[src/rtl/rv32i_pkg.sv]
// Shared types and opcode constants for the RV32I decode slice.
// The decoded record travels through the skid buffer as one packed word.
package rv32i_pkg;

    localparam int XLEN = 32;

    typedef enum logic [2:0] {
        FMT_R = 3'd0,
        FMT_I = 3'd1,
        FMT_S = 3'd2,
        FMT_B = 3'd3,
        FMT_U = 3'd4,
        FMT_J = 3'd5
    } fmt_e;

    localparam logic [6:0] OP_REG    = 7'b0110011;
    localparam logic [6:0] OP_IMM    = 7'b0010011;
    localparam logic [6:0] OP_LOAD   = 7'b0000011;
    localparam logic [6:0] OP_STORE  = 7'b0100011;
    localparam logic [6:0] OP_BRANCH = 7'b1100011;
    localparam logic [6:0] OP_JAL    = 7'b1101111;
    localparam logic [6:0] OP_JALR   = 7'b1100111;
    localparam logic [6:0] OP_LUI    = 7'b0110111;
    localparam logic [6:0] OP_AUIPC  = 7'b0010111;
    localparam logic [6:0] OP_SYSTEM = 7'b1110011;

    typedef struct packed {
        logic [XLEN-1:0] pc;
        logic [6:0]      opcode;
        logic [2:0]      funct3;
        logic [6:0]      funct7;
        logic [4:0]      rd;
        logic [4:0]      rs1;
        logic [4:0]      rs2;
        logic [11:0]     imm12;
        logic [XLEN-1:0] imm;
        fmt_e            fmt;
        logic            illegal;
    } dec_t;

endpackage

[src/rtl/rv32i_decode_if.sv]
// Fetch-side and execute-side handshake bundle of the decoder.
// slave is the decoder's view, master is the fetch/execute environment.
interface rv32i_decode_if;
    import rv32i_pkg::*;

    logic            inst_valid;
    logic            inst_ready;
    logic [XLEN-1:0] inst;
    logic [XLEN-1:0] pc;

    logic            dec_valid;
    logic            dec_ready;
    logic [XLEN-1:0] dec_pc;
    logic [6:0]      opcode;
    logic [2:0]      funct3;
    logic [6:0]      funct7;
    logic [4:0]      rd;
    logic [4:0]      rs1;
    logic [4:0]      rs2;
    logic [11:0]     imm12;
    logic [XLEN-1:0] imm;
    fmt_e            fmt;
    logic            illegal;

    modport slave (
        input  inst_valid, inst, pc, dec_ready,
        output inst_ready, dec_valid, dec_pc, opcode, funct3, funct7,
               rd, rs1, rs2, imm12, imm, fmt, illegal
    );

    modport master (
        output inst_valid, inst, pc, dec_ready,
        input  inst_ready, dec_valid, dec_pc, opcode, funct3, funct7,
               rd, rs1, rs2, imm12, imm, fmt, illegal
    );

endinterface

[src/rtl/rv32i_imm_gen.sv]
// Combinational format classifier and immediate builder for one RV32I word.
// Unknown opcodes and malformed shift-immediates are flagged illegal.
module rv32i_imm_gen
    import rv32i_pkg::*;
(
    input  logic [XLEN-1:0] inst,
    output fmt_e            fmt,
    output logic [XLEN-1:0] imm,
    output logic            illegal
);

    logic [6:0] op;
    logic [2:0] f3;
    logic [6:0] f7;

    assign op = inst[6:0];
    assign f3 = inst[14:12];
    assign f7 = inst[31:25];

    always_comb begin
        fmt     = FMT_R;
        illegal = 1'b0;
        unique case (op)
            OP_REG: fmt = FMT_R;
            OP_IMM: begin
                fmt = FMT_I;
                // shamt encodings reuse funct7; only SLLI/SRLI/SRAI patterns exist
                if (f3 == 3'd1 && f7 != 7'h00)
                    illegal = 1'b1;
                else if (f3 == 3'd5 && f7 != 7'h00 && f7 != 7'h20)
                    illegal = 1'b1;
            end
            OP_LOAD, OP_JALR, OP_SYSTEM: fmt = FMT_I;
            OP_STORE:                    fmt = FMT_S;
            OP_BRANCH:                   fmt = FMT_B;
            OP_LUI, OP_AUIPC:            fmt = FMT_U;
            OP_JAL:                      fmt = FMT_J;
            default:                     illegal = 1'b1;
        endcase
    end

    always_comb begin
        imm = '0;
        unique case (fmt)
            FMT_I:   imm = {{20{inst[31]}}, inst[31:20]};
            FMT_S:   imm = {{20{inst[31]}}, inst[31:25], inst[11:7]};
            FMT_B:   imm = {{19{inst[31]}}, inst[31], inst[7], inst[30:25], inst[11:8], 1'b0};
            FMT_U:   imm = {inst[31:12], 12'h000};
            FMT_J:   imm = {{11{inst[31]}}, inst[31], inst[19:12], inst[20], inst[30:21], 1'b0};
            default: imm = '0;
        endcase
    end

endmodule

[src/rtl/rv32i_decode.sv]
// Pipelined RV32I decoder: decode ahead of a two-entry skid buffer so fetch
// can stream one word per cycle while execute applies backpressure.
module rv32i_decode
    import rv32i_pkg::*;
(
    input  logic          clk,
    input  logic          rst,
    input  logic          flush,
    rv32i_decode_if.slave bus
);

    fmt_e            gen_fmt;
    logic [XLEN-1:0] gen_imm;
    logic            gen_illegal;
    dec_t            new_dec;

    dec_t out_reg;
    dec_t skid_reg;
    logic out_valid_reg;
    logic skid_valid_reg;

    logic accept;
    logic consume;

    rv32i_imm_gen u_imm_gen (
        .inst    (bus.inst),
        .fmt     (gen_fmt),
        .imm     (gen_imm),
        .illegal (gen_illegal)
    );

    always_comb begin
        new_dec         = '0;
        new_dec.pc      = bus.pc;
        new_dec.opcode  = bus.inst[6:0];
        new_dec.funct3  = bus.inst[14:12];
        new_dec.funct7  = bus.inst[31:25];
        new_dec.rd      = bus.inst[11:7];
        new_dec.rs1     = bus.inst[19:15];
        new_dec.rs2     = bus.inst[24:20];
        new_dec.imm12   = bus.inst[31:20];
        new_dec.imm     = gen_imm;
        new_dec.fmt     = gen_fmt;
        new_dec.illegal = gen_illegal;
    end

    // Ready depends only on registered state and flush, never on dec_ready.
    assign bus.inst_ready = !skid_valid_reg && !flush;
    assign accept         = bus.inst_valid && bus.inst_ready;
    assign consume        = out_valid_reg && bus.dec_ready;

    always_ff @(posedge clk) begin
        if (rst) begin
            out_valid_reg  <= 1'b0;
            skid_valid_reg <= 1'b0;
            out_reg        <= '0;
            skid_reg       <= '0;
        end else if (flush) begin
            out_valid_reg  <= 1'b0;
            skid_valid_reg <= 1'b0;
        end else if (!out_valid_reg || consume) begin
            // Output slot frees up: the older skid entry always goes first.
            if (skid_valid_reg) begin
                out_reg        <= skid_reg;
                skid_valid_reg <= 1'b0;
            end else if (accept) begin
                out_reg       <= new_dec;
                out_valid_reg <= 1'b1;
            end else begin
                out_valid_reg <= 1'b0;
            end
        end else if (accept) begin
            skid_reg       <= new_dec;
            skid_valid_reg <= 1'b1;
        end
    end

    assign bus.dec_valid = out_valid_reg;
    assign bus.dec_pc    = out_reg.pc;
    assign bus.opcode    = out_reg.opcode;
    assign bus.funct3    = out_reg.funct3;
    assign bus.funct7    = out_reg.funct7;
    assign bus.rd        = out_reg.rd;
    assign bus.rs1       = out_reg.rs1;
    assign bus.rs2       = out_reg.rs2;
    assign bus.imm12     = out_reg.imm12;
    assign bus.imm       = out_reg.imm;
    assign bus.fmt       = out_reg.fmt;
    assign bus.illegal   = out_reg.illegal;

endmodule

[src/flat_wrapper.sv]
// flat-port wrapper written by rule: the top's interface ports become plain ports
module rv32i_decode_flat import rv32i_pkg::*;
  (clk, rst, flush, bus_inst_valid, bus_inst, bus_pc, bus_dec_ready, bus_inst_ready, bus_dec_valid, bus_dec_pc, bus_opcode, bus_funct3, bus_funct7, bus_rd, bus_rs1, bus_rs2, bus_imm12, bus_imm, bus_fmt, bus_illegal);
  rv32i_decode_if bus_i ();
  input  logic clk;
  input  logic rst;
  input  logic flush;
  input wire logic [$bits(bus_i.inst_valid)-1:0] bus_inst_valid;
  input wire logic [$bits(bus_i.inst)-1:0] bus_inst;
  input wire logic [$bits(bus_i.pc)-1:0] bus_pc;
  input wire logic [$bits(bus_i.dec_ready)-1:0] bus_dec_ready;
  output wire logic [$bits(bus_i.inst_ready)-1:0] bus_inst_ready;
  output wire logic [$bits(bus_i.dec_valid)-1:0] bus_dec_valid;
  output wire logic [$bits(bus_i.dec_pc)-1:0] bus_dec_pc;
  output wire logic [$bits(bus_i.opcode)-1:0] bus_opcode;
  output wire logic [$bits(bus_i.funct3)-1:0] bus_funct3;
  output wire logic [$bits(bus_i.funct7)-1:0] bus_funct7;
  output wire logic [$bits(bus_i.rd)-1:0] bus_rd;
  output wire logic [$bits(bus_i.rs1)-1:0] bus_rs1;
  output wire logic [$bits(bus_i.rs2)-1:0] bus_rs2;
  output wire logic [$bits(bus_i.imm12)-1:0] bus_imm12;
  output wire logic [$bits(bus_i.imm)-1:0] bus_imm;
  output wire logic [$bits(bus_i.fmt)-1:0] bus_fmt;
  output wire logic [$bits(bus_i.illegal)-1:0] bus_illegal;
  assign bus_i.inst_valid = bus_inst_valid;
  assign bus_i.inst = bus_inst;
  assign bus_i.pc = bus_pc;
  assign bus_i.dec_ready = bus_dec_ready;
  assign bus_inst_ready = bus_i.inst_ready;
  assign bus_dec_valid = bus_i.dec_valid;
  assign bus_dec_pc = bus_i.dec_pc;
  assign bus_opcode = bus_i.opcode;
  assign bus_funct3 = bus_i.funct3;
  assign bus_funct7 = bus_i.funct7;
  assign bus_rd = bus_i.rd;
  assign bus_rs1 = bus_i.rs1;
  assign bus_rs2 = bus_i.rs2;
  assign bus_imm12 = bus_i.imm12;
  assign bus_imm = bus_i.imm;
  assign bus_fmt = bus_i.fmt;
  assign bus_illegal = bus_i.illegal;
  rv32i_decode u_core (.clk(clk), .rst(rst), .flush(flush), .bus(bus_i));
endmodule
[config.mk]
export PLATFORM = sky130hd
export DESIGN_NAME = rv32i_decode_flat
export DESIGN_NICKNAME = d
export VERILOG_FILES = /design/src/rtl/rv32i_pkg.sv /design/src/rtl/rv32i_decode_if.sv /design/src/rtl/rv32i_imm_gen.sv /design/src/rtl/rv32i_decode.sv /design/src/flat_wrapper.sv
export SDC_FILE = /design/constraint.sdc
export NUM_CORES = 1
export LEC_CHECK = 0
export BUFFER_PORTS_ARGS = -buffer_cell sky130_fd_sc_hd__buf_2
export CORE_UTILIZATION = 59
export DETAILED_ROUTE_END_ITERATION = 8
export GPL_TIMING_DRIVEN = 0
export MAX_ROUTING_LAYER = met4
export PLACE_DENSITY_LB_ADDON = 0.15
export SLEW_MARGIN = 20
export SYNTH_ARGS = -nofsm -noshare
export SYNTH_HDL_FRONTEND = slang
export SYNTH_SLANG_ARGS = --single-unit
[constraint.sdc]
create_clock -name clk -period 5.62 [get_ports clk]
set_clock_uncertainty 0.2 [all_clocks]
set_input_delay 0.281 -clock clk [delete_from_list [all_inputs] [get_ports clk]]
set_output_delay 0.281 -clock clk [all_outputs]
set_load 0.01 [all_outputs]
; ---- After elaboration in Yosys (flattened, before gate mapping)
; Cells that the tools add are included.
[totals]
reg_bits = 226
in_bits = 69
[classes]
bitwise_logic = 3
reduce_logical = 20
eq_ne = 18
n_mux = 8
[ops]
columns = op, n
row1 = 112-bit 2-to-1 mux, 2
row2 = 32-bit case mux with 5 select lines, 1
row3 = "7-bit equality test, second input constant", 4
row4 = "7-bit by 6-bit equality test with 1-bit output, second input constant", 3
row5 = 3-bit case mux with 5 select lines, 1
row6 = "7-bit by 5-bit equality test with 1-bit output, second input constant", 2
row7 = "3-bit equality test, second input constant", 3
row8 = 9-bit OR reduction, 1
row9 = "7-bit by 2-bit equality test with 1-bit output, second input constant", 1
row10 = "7-bit by 6-bit != test with 1-bit output, second input constant", 1
row11 = 7-bit nonzero test, 1
row12 = "3-bit by 1-bit equality test with 1-bit output, second input constant", 2
row13 = "3-bit by 2-bit equality test with 1-bit output, second input constant", 2
row14 = 1-bit logical AND, 6
row15 = 3-bit AND reduction, 2
row16 = 2-bit OR reduction, 2
row17 = 4-bit OR reduction, 1
row18 = 1-bit zero test, 3
row19 = 1-bit 2-to-1 mux, 3
row20 = 1-bit inverter, 3
row21 = 3-bit OR reduction, 1
row22 = 1-bit case mux with 2 select lines, 1
row23 = 2-bit AND reduction, 1
row24 = 2-bit nonzero test, 1
row25 = 1-bit logical OR, 1

; ---- Logic depth before layout (Yosys ltp)
; Gate-level depths: netlist of run 1.
[logic_depth]
ltp_word = 8
ltp_mapped = 7
depth_no_buf = 5

; ---- Hierarchy
; A second synthesis of run 1 with hierarchy kept.
[hier_totals]
cells_unflattened = 1118
area_unflattened_um2 = 10362.4
[modules_own_cells]
columns = mod, n_inst, cells_per_inst, area_per_inst_um2
row1 = rv32i_decode, 1, 1023, 9730.6
row2 = rv32i_imm_gen, 1, 95, 631.9

; ---- Least setup slack after synthesis of run 1
; Ideal clock, no wire load.
[synth_timing]
path_type = input to register
startpoint = input bus_inst[4]
endpoint = register u_core.out_reg, in the netlist u_core.bus.imm[29]
slack_ns = 3.759
stages = 7
arrival_ns = 1.527
path_buffers = 2
path_cell_list = buf_2 > xor2_1 > and4b_4 > or3_4 > a21oi_2 > buf_4 > a311oi_1
[synth_via]
elab_chain_len = 7
word_cells_on_any_way = 20
[synth_rtl]
columns = item, line_no
row1 = "start, declared", flat_wrapper.sv:9  ; input wire logic [$bits(bus_i.inst)-1:0] bus_inst;
row2 = 7-bit by 5-bit equality test with 1-bit output (tied with other cells), rv32i_imm_gen.sv:23  ; unique case (op)
row3 = 4-bit OR reduction (no source line) / 2-bit OR reduction (equally long branches), -
row4 = 3-bit case mux with 5 select lines *, rv32i_imm_gen.sv:23
row5 = 3-bit equality test (tied with other cells), rv32i_imm_gen.sv:44  ; unique case (fmt)
row6 = 32-bit case mux with 5 select lines *, rv32i_imm_gen.sv:44
row7 = 112-bit 2-to-1 mux *, rv32i_decode.sv:66  ; end else if (accept) begin
row8 = 112-bit 2-to-1 mux *, rv32i_decode.sv:63  ; if (skid_valid_reg) begin
row9 = "end signal, assigned", rv32i_decode.sv:64  ; out_reg <= skid_reg;
row10 = "end signal, assigned", rv32i_decode.sv:67  ; out_reg <= new_dec;
row11 = "end, declared", rv32i_decode.sv:17  ; dec_t out_reg;
; Mark *: on every way between the ends. The rest lies on a longest branch, timed or not. The select of a mux whose other input is x is not followed.
; A chain may end at the register's enable or synchronous reset.

; ---- Final worst setup path of run 1
[layout_timing]
startpoint = register u_core.skid_valid_reg
endpoint = output bus_inst_ready
[layout_via]
elab_chain_len = 2
[layout_rtl]
columns = item, line_no
row1 = "start, declared", rv32i_decode.sv:20  ; logic skid_valid_reg;
row2 = "start signal, assigned", rv32i_decode.sv:55  ; skid_valid_reg <= 1'b0;
row3 = "start signal, assigned", rv32i_decode.sv:60  ; skid_valid_reg <= 1'b0;
row4 = "start signal, assigned", rv32i_decode.sv:65  ; skid_valid_reg <= 1'b0;
row5 = 1-bit zero test, rv32i_decode.sv:48  ; assign bus.inst_ready = !skid_valid_reg && !flush;
row6 = 1-bit logical AND, rv32i_decode.sv:48
row7 = "end, declared", flat_wrapper.sv:12  ; output wire logic [$bits(bus_i.inst_ready)-1:0] bus_inst_ready;
; Every way passes these cells.

==> results of run 1 <==
==> worst max-delay path by stage <==
stage / slack (ps) / from / to
CTS: 2930 / u_core.skid_valid_reg / bus_inst_ready
finish: 2850 / u_core.skid_valid_reg / bus_inst_ready
global route: 2660 / bus_inst[26] / u_core.skid_reg[0]
global placement: 3120 / bus_inst[26] / u_core.skid_reg[0]
floorplan: 3760 / bus_inst[4] / u_core.bus.imm[29]
detailed placement: 3120 / bus_inst[26] / u_core.skid_reg[0]
==> power by group <==
group	switching [mW]	internal [mW]	total (mW)
registers	0.0273	1.48	1.51
clock network	0.562	0.852	1.41
logic	0.213	0.150	0.362
==> cell usage in the layout, fill, tap and decap left out, types with 2 or more instances in the layout <==
cell	count
inv_1	4
buf_1	11
buf_4	14
nor3_1	16
nand2_1	171
dlygate4sd3_1	66
nand3b_1	26
buf_2	211
clkbuf_16	21
a22o_1	6
o211ai_1	3
and4b_1	2
a32o_1	3
a311oi_1	31
a21oi_1	78
o21ai_0	23
a211oi_1	84
a21o_1	2
dfxtp_1	202
mux2i_1	59
nand2b_1	2
a2111oi_0	7
nor2_2	2
clkbuf_8	2
clkinv_2	3
nor2b_1	10
bufinv_16	3
nor2_1	114
o41ai_1	4
buf_6	3
and3_1	7
clkbuf_1	45
or3_1	4
==> worst max-delay path, stage by stage (launching register included) <==
cell and delay (ps):
dfxtp_1 320, buf_2 240, buf_1 470, buf_1 510
nor2_1 100, buf_2 160
==> cell type report <==
class                      instances  area [sq um]  area share
buffer                           100           493      0.0449
clock buffer                      30           579      0.0527
clock inverter                     6           105     0.00956
inverter                           4          15.0     0.00137
multi-input combinational        678          3980       0.362
sequential                       202          4040       0.368
tap                              180           225      0.0205
timing repair buffer             243          1550       0.141
==> layer usage <==
| layer | vias to the layer above | track usage | part of all wire |
|---|---|---|---|
| li1 | 4004 | - | - |
| met1 | 4118 | 0.470 | 0.40 |
| met2 | 452 | 0.584 | 0.47 |
| met3 | 100 | 0.0618 | 0.083 |
| met4 | 0 | 0.167 | 0.043 |
| met5 | - | - | 0 |
==> repair_timing <==
action                                 CTS  global route
endpoints found under the hold margin  143             0
resized for setup                        0             0
setup buffers                            0             0
hold buffers                            66             0
==> cells by family (layout without fill, tap and decap cells) <==
| family | after synthesis | in the layout |
|---|---|---|
| buffers and inverters | 104 | 383 |
| AND/OR/NAND/NOR | 370 | 370 |
| XOR/XNOR | 1 | 1 |
| flip-flops | 202 | 202 |
| multiplexers | 59 | 59 |
| AO/OA/AOI/OAI | 248 | 248 |
==> impl_metrics.env, run 1 <==
export IMPL_grt_pass1_wl_mm=42.2
export IMPL_ir_drop_mv=0.268
export IMPL_setup_slack_ps=2850
export IMPL_routabilityCongestion=0.924
export IMPL_drv_cap=0
export IMPL_pin_count=183
export IMPL_remaining_drc_errors=0
export IMPL_antenna_found_initial=0
export IMPL_run_status="completed"
export IMPL_synth_xor_area_share=0.00103
export IMPL_final_util=0.786
export IMPL_max_freq_mhz=361
export IMPL_post_place_cells=1341
export IMPL_cts_buffers=21
export IMPL_grt_pass1_vias=8213
export IMPL_rrSetupSlack_ps=3230
export IMPL_synth_distinct_cells=52
export IMPL_placed_area_sq_um=9650
export IMPL_cts_sinks=202
export IMPL_worst_hold_path_num_cells=3
export IMPL_finalNetCount=1319
export IMPL_arrival_ps=2290
export IMPL_finalWirelength_mm=27.3
export IMPL_largest_register_ffs=100
export IMPL_antenna_left=0
export IMPL_grt_setup_unrepaired="false"
export IMPL_synth_edf_count=0
export IMPL_syn_inst=984
export IMPL_synth_fa_ha_area_frac=0
export IMPL_diodes=0
export IMPL_dr_pass1_iters=5
export IMPL_initial_core_util=0.610
export IMPL_period_share=0.493
export IMPL_cts_max_path_buffers=3
export IMPL_critical_path_required_ps=5140
export IMPL_crit_fanout=10
export IMPL_die_w_um=122
export IMPL_synth_seq_cells=202
export IMPL_clk_pin_slew_ps=70
export IMPL_cts_root_buf="clkbuf_16"
export IMPL_hp_start="flush"
export IMPL_die_area_sq_um=15000
export IMPL_yosysWarnings=0
export IMPL_yosysTopAreaCell="dfxtp_1"
export IMPL_p_per_area_nw_per_um2=299
export IMPL_slew_violations=0
export IMPL_synthMuxAreaShare=0.0692
export IMPL_place_ws_ps=3120
export IMPL_rows=43
export IMPL_cts_tree="yes"
export IMPL_syn_avg_cell_area_sq_um=8.67
export IMPL_synthesis_nets=1053
export IMPL_crit_path_end_kind="output port"
export IMPL_synthArstFlopShare=0
export IMPL_fillCellCount=1000
export IMPL_synth_most_common_cell="dfxtp_1"
export IMPL_worstSkewPairLatency_ps=490
export IMPL_hold_path_end="u_core.bus.dec_valid"
export IMPL_synth_main_ff_cell="dfxtp_1"
export IMPL_grt_max_degree=15
export IMPL_tns_ps=0
export IMPL_slew_headroom=0.317
export IMPL_worst_r2r_endpoint="u_core.bus.funct7[4]"
export IMPL_instances_no_fill=1443
export IMPL_htree_levels=1
export IMPL_yosysSeqAreaShare=0.474
export IMPL_start_kind="flop"
export IMPL_fin_area_sq_um=11000
export IMPL_synth_compound_area_share=0.197
export IMPL_area_growth_pct=28.8
export IMPL_finalHoldViolations=0
export IMPL_synth_simple_area_share=0.199
export IMPL_dp_hpwl_mm=18.1
export IMPL_synthTopCellsByCount="dfxtp_1 (202), nand2_1 (171), nor2_1 (114), a211oi_1 (84), a21oi_1 (78)"
export IMPL_grtUsageTotal=0.372
export IMPL_synthTopCellsByArea="dfxtp_1 (47%), nand2_1 (7.5%), a211oi_1 (7.4%)"
export IMPL_hold_path_class="input pin to flop"
export IMPL_synth_top_family_by_area="simple AND/OR/NAND/NOR gates"
export IMPL_worstMarginPinSlew_ps=998
export IMPL_netlist_area_leader_share=0.474
export IMPL_r2r_start="u_core.bus.dec_valid"
export IMPL_syn_area_sq_um=8530
export IMPL_drt_initial_drc_count=810
export IMPL_period_needed_ps=2770
export IMPL_coreArea_sq_um=14000
export IMPL_wire_per_inst_um=18.9
export IMPL_die_h_um=122
export IMPL_r2r_worst_path_cells=6
export IMPL_port_buffers=177
export IMPL_drive_above_1_share=0.214
export IMPL_setup_viol=0
export IMPL_vias=8674
export IMPL_hold_slack_ps=15.4
export IMPL_p_leak_nw=4.23
export IMPL_routed_via_density=6.01
export IMPL_power_mw=3.28
export IMPL_gr_total_overflow=0
export IMPL_crit_type="flop to output port"
Power figures use the tool's default switching activity.
==> inputs of run 2 (changes only) <==
- ABC_AREA: default -> 1
- CORE_UTILIZATION: 59 -> 50
- clock period: 5.62 -> 2.5 ns (I/O delays scaled with it)
==> impl_metrics.env, run 2 <==
export IMPL_wire_per_inst_um=16.7
export IMPL_synth_distinct_cells=24
export IMPL_grt_max_degree=14
export IMPL_power_mw=7.37
export IMPL_cp_num_cells=7
export IMPL_grt_pass1_vias=8895
export IMPL_area_growth_pct=29.3
export IMPL_syn_inst=1268
export IMPL_synthesis_nets=1337
export IMPL_grt_setup_unrepaired="false"
export IMPL_finalHoldViolations=0
export IMPL_die_w_um=136
export IMPL_syn_avg_cell_area_sq_um=7.05
export IMPL_crit_fanout=10
export IMPL_cts_sinks=202
export IMPL_ir_drop_mv=0.519
export IMPL_worstSkewPairLatency_ps=510
export IMPL_cp_buffers_inverters=5
export IMPL_die_h_um=136
export IMPL_arrival_ps=2440
export IMPL_ctsResizeCount=0
export IMPL_routabilityCongestion=0.957
export IMPL_cts_buffers=22
export IMPL_rows=48
export IMPL_initial_core_util=0.515
export IMPL_pin_count=183
export IMPL_vias=9675
export IMPL_post_place_cells=1673
export IMPL_drv_cap=0
export IMPL_p_leak_nw=5.78
export IMPL_htree_levels=1
export IMPL_drive_above_1_share=0.186
export IMPL_p_per_area_nw_per_um2=637
export IMPL_routed_via_density=5.43
export IMPL_synth_main_ff_cell="dfxtp_1"
export IMPL_crit_path_end_kind="flop"
export IMPL_finalNetCount=1610
export IMPL_final_util=0.666
export IMPL_period_share=0.874
export IMPL_die_area_sq_um=18400
export IMPL_run_status="completed"
export IMPL_netlist_area_leader_share=0.452
export IMPL_cts_setup_buffers=0
export IMPL_cts_max_path_buffers=3
export IMPL_cts_root_buf="clkbuf_16"
export IMPL_critical_path_required_ps=2750
export IMPL_power_internal_mw=5.57
export IMPL_instances_no_fill=1781
export IMPL_hold_path_class="input pin to flop"
export IMPL_diodes=0
export IMPL_synth_most_common_cell="nand2_1"
export IMPL_fin_area_sq_um=11600
export IMPL_drt_initial_drc_count=877
export IMPL_yosysTopAreaCell="dfxtp_1"
export IMPL_coreArea_sq_um=17400
export IMPL_antenna_left=0
export IMPL_worst_hold_path_num_cells=4
export IMPL_synthArstFlopShare=0
export IMPL_antenna_found_initial=0
export IMPL_dr_pass1_iters=6
export IMPL_grtUsageTotal=0.331
export IMPL_clk_pin_slew_ps=60
export IMPL_start_kind="input pin"
export IMPL_crit_chain="dlygate4sd3_1 -> buf_2 -> inv_1 -> clkbuf_1 -> nand2_1 -> a21oi_1 -> dlygate4sd3_1"
export IMPL_synthTopCellsByArea="dfxtp_1 (45%), nand2_1 (11%), nor2_1 (8.8%)"
export IMPL_swShare=0.244
export IMPL_cts_tree="yes"
export IMPL_power_share_combinational=0.092
export IMPL_period_needed_ps=2190
export IMPL_syn_area_sq_um=8940
export IMPL_grt_pass1_wl_mm=46.4
export IMPL_slew_headroom=0.530
export IMPL_hold_buffers=69
export IMPL_crit_type="input pin to flop"
export IMPL_tns_ps=0
export IMPL_hold_slack_ps=187
export IMPL_r2r_worst_path_cells=5
export IMPL_pwr_share_clk=0.454
export IMPL_mostFrequentLayoutCells="nand2_1 (253), buf_2 (217), nor2_1 (209)"
export IMPL_slew_violations=0
export IMPL_gr_total_overflow=0
export IMPL_slowest_stage="clkbuf_1"
export IMPL_critPathMostFrequentCell="dlygate4sd3_1"
export IMPL_synth_seq_cells=202
export IMPL_slowest_delay_ps=560
export IMPL_p_sw_mw=1.80
export IMPL_synth_edf_count=0
export IMPL_yosysWarnings=0
export IMPL_place_ws_ps=429
export IMPL_remaining_drc_errors=0
export IMPL_layout_commonest_cell="nand2_1"
export IMPL_max_freq_mhz=457
export IMPL_setup_viol=0
export IMPL_largest_register_ffs=100
export IMPL_finalWirelength_mm=29.8
export IMPL_dp_hpwl_mm=20.6
export IMPL_worstMarginPinSlew_ps=705
export IMPL_synthTopCellsByCount="nand2_1 (253), nor2_1 (209), dfxtp_1 (202), nand3_1 (112), o21ai_0 (82)"
export IMPL_sequentialPowerShare=0.454
export IMPL_placed_area_sq_um=10100
export IMPL_port_buffers=180
export IMPL_yosysSeqAreaShare=0.452
export IMPL_setup_slack_ps=314
export IMPL_path_delay_family="buffers and inverters"
run 2: cell count changes after synthesis, moves of 59 or more:
cell      before  now
a211oi_1      84    0
a31oi_1        1   64
mux2i_1       59    0
nand2_1      171  253
nand3_1        1  112
nor2_1       114  209
o21ai_0       23   82
o21ai_1        0   66
run 2: power groups by stage:
stage	registers (mW)	clock network [mW]	logic (mW)
after floorplan	3.44	0	0.282
after CTS	3.34	3.36	0.664
after global routing	3.35	3.49	0.733
after detailed placement	3.41	0	0.577
after global placement	3.41	0	0.572
final	3.34	3.35	0.677
run 2: cell type report:
type                       instances  area [sq um]
buffer                           115           594
clock inverter                     8           113
inverter                          61           229
tap                              225           282
multi-input combinational        890          4070
sequential                       202          4040
clock buffer                      31           634
fill                            1528          5800
timing repair buffer             249          1590
run 2: logic make-up after synthesis:
| kind of cell | after synthesis | synth area share |
|---|---|---|
| AO/OA/AOI/OAI | 301 | 0.185 |
| buffers and inverters | 176 | 0.0921 |
| flip-flops | 202 | 0.452 |
| AND/OR/NAND/NOR | 589 | 0.270 |
run 2: routing by layer:
metal  global-route usage  up-vias  share of wire
met2                0.526      443           0.46
li1                     -     4737              -
met4                0.110        0          0.032
met1                0.424     4423           0.44
met5                    -        -              0
met3               0.0602       72          0.075
run 2: worst paths after layout:
kind                                       startpoint                    to  slack [ps]
worst min-delay path                        bus_pc[8]   u_core.skid_reg[88]         190
worst max register to register  u_core.skid_valid_reg  u_core.bus.dec_valid         340
worst min register to register     u_core.bus.imm[25]    u_core.bus.imm[25]         260
worst max-delay path                              rst  u_core.bus.dec_valid         310
run 2: worst reg2reg max path: cells and delay by family, from the launching register on:
kind,cells,cell delay (ps)
buffers and inverters,3,1270
AO/OA/AOI/OAI,2,340
flip-flops,1,300
